**config.mk**
```make
export PLATFORM = sky130hd
export DESIGN_NAME = result_display
export DESIGN_NICKNAME = d
export VERILOG_FILES = /design/src/rtl/result_display_pkg.sv /design/src/rtl/result_display_seg7_dec.sv /design/src/rtl/result_display.sv
export SDC_FILE = /design/constraint.sdc
export NUM_CORES = 1
export LEC_CHECK = 0
export CORE_ASPECT_RATIO = 1.25
export CORE_MARGIN = 1
export CORE_UTILIZATION = 45
export DETAILED_ROUTE_END_ITERATION = 8
export MAX_ROUTING_LAYER = met4
export PLACE_DENSITY = 0.77
export SYNTH_ARGS = -nofsm -noshare
export SYNTH_HDL_FRONTEND = slang
export SYNTH_HIERARCHICAL = 1
export SYNTH_SLANG_ARGS = --single-unit
```
**constraint.sdc**
```tcl
create_clock -name clk -period 5.1 [get_ports clk]
set_input_delay 0.51 -clock clk [delete_from_list [all_inputs] [get_ports clk]]
set_output_delay 0.51 -clock clk [all_outputs]
set_load 0.01 [all_outputs]
```
**src/rtl/result_display_pkg.sv**
```systemverilog
// Shared definitions for the result_display block.
//   state_t      : conversion FSM encoding (IDLE, CONV)
//   SEG_*        : 7-segment patterns, bit order {g,f,e,d,c,b,a}, active-low
//   seg_of()     : BCD digit -> segment pattern (non-decimal codes show blank)
package result_display_pkg;

  typedef enum logic {
    IDLE = 1'b0,
    CONV = 1'b1
  } state_t;

  localparam logic [6:0] SEG_BLANK = 7'h7F;
  localparam logic [6:0] SEG_TAG_H = 7'b0001001;
  localparam logic [6:0] SEG_TAG_A = 7'b0001000;

  localparam logic [6:0] SEG_0 = 7'b1000000;
  localparam logic [6:0] SEG_1 = 7'b1111001;
  localparam logic [6:0] SEG_2 = 7'b0100100;
  localparam logic [6:0] SEG_3 = 7'b0110000;
  localparam logic [6:0] SEG_4 = 7'b0011001;
  localparam logic [6:0] SEG_5 = 7'b0010010;
  localparam logic [6:0] SEG_6 = 7'b0000010;
  localparam logic [6:0] SEG_7 = 7'b1111000;
  localparam logic [6:0] SEG_8 = 7'b0000000;
  localparam logic [6:0] SEG_9 = 7'b0010000;

  function automatic logic [6:0] seg_of(input logic [3:0] digit);
    logic [6:0] seg;
    case (digit)
      4'd0:    seg = SEG_0;
      4'd1:    seg = SEG_1;
      4'd2:    seg = SEG_2;
      4'd3:    seg = SEG_3;
      4'd4:    seg = SEG_4;
      4'd5:    seg = SEG_5;
      4'd6:    seg = SEG_6;
      4'd7:    seg = SEG_7;
      4'd8:    seg = SEG_8;
      4'd9:    seg = SEG_9;
      default: seg = SEG_BLANK;
    endcase
    return seg;
  endfunction

endpackage

```
**src/rtl/result_display_seg7_dec.sv**
```systemverilog
// seg7_dec: combinational BCD digit to active-low 7-segment decoder.
//   bcd   in  4  decimal digit 0-9
//   blank in  1  force all segments off
//   seg   out 7  {g,f,e,d,c,b,a}, active-low
module seg7_dec
  import result_display_pkg::*;
(
  input  logic [3:0] bcd,
  input  logic       blank,
  output logic [6:0] seg
);

  always_comb begin
    seg = blank ? SEG_BLANK : seg_of(bcd);
  end

endmodule

```
**src/rtl/result_display.sv**
```systemverilog
// result_display: captures the max-search result on the rising edge of
// 'finished', converts the selected value (max or its address) to decimal
// with a sequential double-dabble engine, and drives six 7-segment displays.
//   clk, rst_a_n          clock / asynchronous active-low reset
//   finished              search-done level; only its rising edge triggers
//   max_number, address   result to capture
//   show_addr             0 = show max (tag 'H'), 1 = show address (tag 'A')
//   busy, valid           conversion running / displays hold a finished result
//   hex0..hex4            digit segments (hex0 = units); hex5 = tag
module result_display
  import result_display_pkg::*;
#(
  parameter int DATA_W   = 16,
  parameter int ADDR_W   = 8,
  parameter int DIGITS   = 5,
  parameter int BLANK_LZ = 1
) (
  input  logic              clk,
  input  logic              rst_a_n,
  input  logic              finished,
  input  logic [DATA_W-1:0] max_number,
  input  logic [ADDR_W-1:0] address,
  input  logic              show_addr,
  output logic              busy,
  output logic              valid,
  output logic [6:0]        hex0,
  output logic [6:0]        hex1,
  output logic [6:0]        hex2,
  output logic [6:0]        hex3,
  output logic [6:0]        hex4,
  output logic [6:0]        hex5
);

  localparam int BCD_W = 4 * DIGITS;
  localparam int CNT_W = $clog2(DATA_W + 1);
  localparam logic [CNT_W-1:0] CNT_LAST = CNT_W'(DATA_W - 1);

  state_t                  state_reg, state_next;
  logic                    finished_q;
  logic [DATA_W-1:0]       cap_max_reg, cap_max_next;
  logic [ADDR_W-1:0]       cap_addr_reg, cap_addr_next;
  logic [DATA_W-1:0]       shift_reg, shift_next;
  logic [BCD_W-1:0]        bcd_reg, bcd_next;
  logic [CNT_W-1:0]        cnt_reg, cnt_next;
  logic                    busy_reg, busy_next;
  logic                    valid_reg, valid_next;
  logic                    pending_reg, pending_next;
  logic                    sel_q, sel_q_next;           // selection shown on the displays
  logic                    conv_sel_reg, conv_sel_next; // selection of the running conversion
  logic [DIGITS-1:0][6:0]  hex_reg, hex_next;
  logic [6:0]              tag_reg, tag_next;

  logic                    trigger;
  logic [BCD_W-1:0]        bcd_adj;
  logic [BCD_W+DATA_W-1:0] dd_shifted;
  logic [BCD_W-1:0]        bcd_shifted;
  logic [DATA_W-1:0]       shift_shifted;
  logic [DATA_W-1:0]       addr_in_ext, addr_cap_ext;
  logic [DIGITS-1:0]       blank_lz;
  logic [DIGITS-1:0][6:0]  dec_seg;

  assign trigger      = finished & ~finished_q;
  assign addr_in_ext  = {{(DATA_W-ADDR_W){1'b0}}, address};
  assign addr_cap_ext = {{(DATA_W-ADDR_W){1'b0}}, cap_addr_reg};

  // Double-dabble step: nibbles >= 5 get +3 (4-bit, cannot overflow since
  // a nibble never exceeds 9), then the whole {bcd,shift} pair moves left.
  genvar gi;
  generate
    for (gi = 0; gi < DIGITS; gi++) begin : g_adj
      assign bcd_adj[4*gi +: 4] = (bcd_reg[4*gi +: 4] >= 4'd5) ?
                                  bcd_reg[4*gi +: 4] + 4'd3 : bcd_reg[4*gi +: 4];
    end
  endgenerate

  assign dd_shifted    = {bcd_adj, shift_reg} << 1;
  assign bcd_shifted   = dd_shifted[BCD_W+DATA_W-1:DATA_W];
  assign shift_shifted = dd_shifted[DATA_W-1:0];

  // Decoders look at the value being committed on the final shift so the
  // display registers load the finished digits on the same edge as valid.
  generate
    for (gi = 0; gi < DIGITS; gi++) begin : g_dec
      if (gi == 0) begin : g_units
        assign blank_lz[gi] = 1'b0;
      end else begin : g_upper
        assign blank_lz[gi] = (BLANK_LZ != 0) && ~(|bcd_shifted[BCD_W-1:4*gi]);
      end
      seg7_dec u_dec (
        .bcd   (bcd_shifted[4*gi +: 4]),
        .blank (blank_lz[gi]),
        .seg   (dec_seg[gi])
      );
    end
  endgenerate

  always_comb begin
    state_next    = state_reg;
    cap_max_next  = cap_max_reg;
    cap_addr_next = cap_addr_reg;
    shift_next    = shift_reg;
    bcd_next      = bcd_reg;
    cnt_next      = cnt_reg;
    busy_next     = busy_reg;
    valid_next    = valid_reg;
    pending_next  = pending_reg;
    sel_q_next    = sel_q;
    conv_sel_next = conv_sel_reg;
    hex_next      = hex_reg;
    tag_next      = tag_reg;

    if (trigger) begin
      // New result always wins, including over a conversion in flight.
      cap_max_next  = max_number;
      cap_addr_next = address;
      shift_next    = show_addr ? addr_in_ext : max_number;
      bcd_next      = '0;
      cnt_next      = '0;
      busy_next     = 1'b1;
      valid_next    = 1'b0;
      pending_next  = 1'b0;
      conv_sel_next = show_addr;
      state_next    = CONV;
    end else begin
      case (state_reg)
        IDLE: begin
          if (pending_reg || (valid_reg && (show_addr != sel_q))) begin
            shift_next    = show_addr ? addr_cap_ext : cap_max_reg;
            bcd_next      = '0;
            cnt_next      = '0;
            busy_next     = 1'b1;
            valid_next    = 1'b0;
            pending_next  = 1'b0;
            conv_sel_next = show_addr;
            state_next    = CONV;
          end
        end
        CONV: begin
          shift_next = shift_shifted;
          bcd_next   = bcd_shifted;
          cnt_next   = cnt_reg + 1'b1;
          if (show_addr != conv_sel_reg) begin
            pending_next = 1'b1;
          end
          if (cnt_reg == CNT_LAST) begin
            hex_next   = dec_seg;
            tag_next   = conv_sel_reg ? SEG_TAG_A : SEG_TAG_H;
            sel_q_next = conv_sel_reg;
            valid_next = 1'b1;
            busy_next  = 1'b0;
            state_next = IDLE;
          end
        end
        default: state_next = IDLE;
      endcase
    end
  end

  always_ff @(posedge clk or negedge rst_a_n) begin
    if (!rst_a_n) begin
      state_reg    <= IDLE;
      finished_q   <= 1'b0;
      cap_max_reg  <= '0;
      cap_addr_reg <= '0;
      shift_reg    <= '0;
      bcd_reg      <= '0;
      cnt_reg      <= '0;
      busy_reg     <= 1'b0;
      valid_reg    <= 1'b0;
      pending_reg  <= 1'b0;
      sel_q        <= 1'b0;
      conv_sel_reg <= 1'b0;
      hex_reg      <= {DIGITS{SEG_BLANK}};
      tag_reg      <= SEG_BLANK;
    end else begin
      state_reg    <= state_next;
      finished_q   <= finished;
      cap_max_reg  <= cap_max_next;
      cap_addr_reg <= cap_addr_next;
      shift_reg    <= shift_next;
      bcd_reg      <= bcd_next;
      cnt_reg      <= cnt_next;
      busy_reg     <= busy_next;
      valid_reg    <= valid_next;
      pending_reg  <= pending_next;
      sel_q        <= sel_q_next;
      conv_sel_reg <= conv_sel_next;
      hex_reg      <= hex_next;
      tag_reg      <= tag_next;
    end
  end

  assign busy  = busy_reg;
  assign valid = valid_reg;
  assign hex0  = hex_reg[0];
  assign hex1  = hex_reg[1];
  assign hex2  = hex_reg[2];
  assign hex3  = hex_reg[3];
  assign hex4  = hex_reg[4];
  assign hex5  = tag_reg;

endmodule

```
==> out/qor.csv <==
stage,metric,value,unit
run_status,outcome,completed,
worst_setup_path,Worst EP required,5390,ps
clock_tree,Clock Sinks,109,
clock_tree,TritonCTS Buffers,9,
timing,final hold viol count,0,
grt,initial antenna violation count,0,
power_and_ir_drop,Logic pwr share,52.6,%
grt,largest net degree at the start of global routing,68,
worst_setup_path,crit-path max FO,7,
routing,vias,4754,
timing,Slew Limit Fails,0,
final_layout,antenna diode count,0,
power_and_ir_drop,part of the power in the clock network,15.3,%
logic_synthesis,Post-Syn Area per Cell,9.48,sq um
grt,vias in the first global route,4584,
grt,first-pass GRT wire length,20.7,mm
timing,highest clock rate,0.342,GHz
logic_synthesis,#FFs+latches synth,109,
worst_setup_path,Worst setup EP type,register,
final_layout,"most common cell after layout, fill and taps aside",nand2_1,
power_and_ir_drop,internal power,0.00253,W
final_layout,most frequent cells in the layout,"117 x nand2_1, 72 x dfrtp_1, 69 x clkdlybuf4s50_1",
worst_setup_path,CP cell instances,inv_1 > ha_1 > nand3b_1 > o311a_1 > a211oi_1 > nand4_1 > nor3_1 > nor2_1 > a21oi_1 > mux2_2,
worst_setup_path,FF-to-FF End,hex1[0],
logic_synthesis,Synth area leaders,"dfrtp_1 28%, dfstp_2 15%, ha_1 7.3%",
power_and_ir_drop,LEAKAGE,3.37,nW
worst_setup_path,r2r worst-path depth,10,
worst_setup_path,Worst Path Buf+Inv,1,
floorplanning,row cnt,48,
power_and_ir_drop,Max rail drop VDD,0.000281,V
routing,Detail Route Antenna Nets,0,
final_layout,Final nets,793,
logic_synthesis,cells after synthesis,670,
clock_tree,clk slew on worst S/H paths,70,ps
floorplanning,Die Span X,108,um
worst_setup_path,critical path's slowest cell,nor3_1,
power_and_ir_drop,sw frac,39.6,%
worst_setup_path,worst r2r src,bcd_reg[16],
floorplanning,Die H,135,um
floorplanning,Starting Density,46.0,%
logic_synthesis,Yosys top cell area share,28.4,%
routing,Avg WL per Cell,13.1,um
floorplanning,area of the core,13800,sq um
clock_tree,Bufs on Longest Clock Path,2,
place,PortBufs,70,
worst_setup_path,cell family with most CP delay,simple AND/OR/NAND/NOR gates,
worst_setup_path,r2r setup slk,2170,ps
logic_synthesis,post-synth top area cell,dfrtp_1,
worst_setup_path,CP Launch Type,register,
logic_synthesis,area of the mapped netlist,6350,sq um
routing,Post-Route WL,11.9,mm
routing,vias per cell,5.24,
place,Routability Congestion,0.831,
clock_tree,CTS tree,built,
timing,RSZ-0062 raised after global routing,no,
routing,drc violations,0,
routing,starting DRC count in detailed routing,212,
clock_tree,Post-CTS Setup Inserts,0,
worst_setup_path,Crit Path Class,register to register,
grt,grt total ovfl,0,
timing,setup_tns,0,ps
worst_setup_path,crit path DAT,3220,ps
final_layout,fillers,1300,
logic_synthesis,"Seq/Total Area, Yosys",43.7,%
flow_run,Max Cap Violations,0,
clock_tree,post_cts resized,0,
power_and_ir_drop,power density over the cells,567,nW/um^2
clock_tree,cts hold-fix bufs,0,
floorplanning,top-level I/O count,72,
final_layout,Largest register FFs,20,
logic_synthesis,Synth async-reset ratio,100,%
worst_setup_path,CP startpoint,bcd_reg[16],
final_layout,layout cells sized above 1,15.1,%
clock_tree,clock latency on the worst-skew pair,350,ps
timing,period utilization,57.4,%
place,HPWL Detailed,8.36,mm
timing,Final Skew,6.76,ps
routing,1st-pass router iterations,4,
clock_tree,root buf cell,clkbuf_16,
timing,min Tclk post-route,2930,ps
worst_hold_path,Hold Path Class,primary input to async pin,
clock_tree,H-tree depth,3,
timing,final setup fails,0,
timing,Worst-Margin Slew,1140,ps
logic_synthesis,ys flop type,dfrtp_1,
power_and_ir_drop,Sequential Power Share,32.1,%
grt,gr usage total,18.2,%
timing,WHS,260,ps
power_and_ir_drop,total net switching power,0.00166,W
worst_setup_path,CP max stage delay,740,ps
logic_synthesis,synth warn,6,
timing,Slew HR,22.9,%
logic_synthesis,"Distinct cells, synth",46,
final_layout,Layout area overhead,16.1,%
logic_synthesis,Post-synth EDFFs,0,
floorplanning,die area,14600,sq um
synthesized netlist by cell type (7+ instances only):
cell	count
a22oi_1	8
a21oi_1	57
nand2b_1	22
nand2_1	117
o22ai_1	11
inv_1	34
xor2_1	7
nor2_1	33
mux2i_1	22
o21ai_0	50
nor2b_1	7
ha_1	37
dfstp_2	37
mux2_2	38
buf_6	7
a22o_1	9
clkbuf_1	8
dfrtp_1	72
nor3_1	8
nor3b_1	7
o21ai_1	12
buf_2	13
buf_4	7
area by class of cell:
cell class | instances | area [sq um] | area share [%]
clock inverters | 4 | 23.8 | 0.322
well taps | 175 | 219 | 2.97
flip-flops and latches | 109 | 2770 | 37.6
clock buffers | 12 | 236 | 3.20
repair buffers | 77 | 751 | 10.2
inverters | 34 | 128 | 1.73
multi-input cells | 497 | 3250 | 44.0
power groups by stage:
stage          Combinational [W]  Sequential [W]  Clock (W)
2_1_floorplan            0.00159         0.00139          0
3_3_place_gp             0.00216         0.00136          0
3_5_place_dp             0.00220         0.00136          0
4_1_cts                  0.00221         0.00135   0.000655
5_1_grt                  0.00250         0.00138   0.000686
6_report                 0.00220         0.00135   0.000639
layer usage:
metal  vias up  part of all wire, %  global-route usage [%]
li1       2387                    -                       -
met1      2277                   46                    22.0
met2        77                   50                    30.9
met3        13                  3.1                    3.09
met4         0                  1.6                    5.63
met5         -                    0                       -
stage by stage:
stage / setup slack [ps] / total power (W) / util, % / cells / cell area [sq um]
after global routing: 1820 / 0.00457 / 53.4 / 908 / 7380
final: 2170 / 0.00419 / 53.4 / 908 / 7380
after CTS: 2160 / 0.00422 / 53.4 / 908 / 7380
after floorplan: 2710 / 0.00298 / - / 676 / 6380
after global placement: 1860 / 0.00352 / 51.5 / 892 / 7120
after detailed placement: 1830 / 0.00356 / 51.5 / 892 / 7120
cell families (layout without fill, tap and decap cells):
logic type               count (synthesis)  after routing  synth area share [%]
other                                    2              8                 0.118
AND/OR/NAND/NOR                        221            221                  17.2
AO/OA/AOI/OAI                          159            159                  14.3
XOR/XNOR                                12             12                  1.65
adder cells (fa/ha/maj)                 37             37                  7.28
flip-flops                             109            109                  43.7
multiplexers                            60             60                  10.2
buffers and inverters                   70            127                  5.63
worst max-delay path by stage:
stage	to	slack [ps]	cells after the start
final	hex1[0]	2170	10
after global routing	hex1[0]	1820	10
after CTS	hex1[5]	2160	10
after detailed placement	sel_q	1830	8
after global placement	sel_q	1860	8
after floorplan	hex1[5]	2710	10
Power figures use the tool's default switching activity.
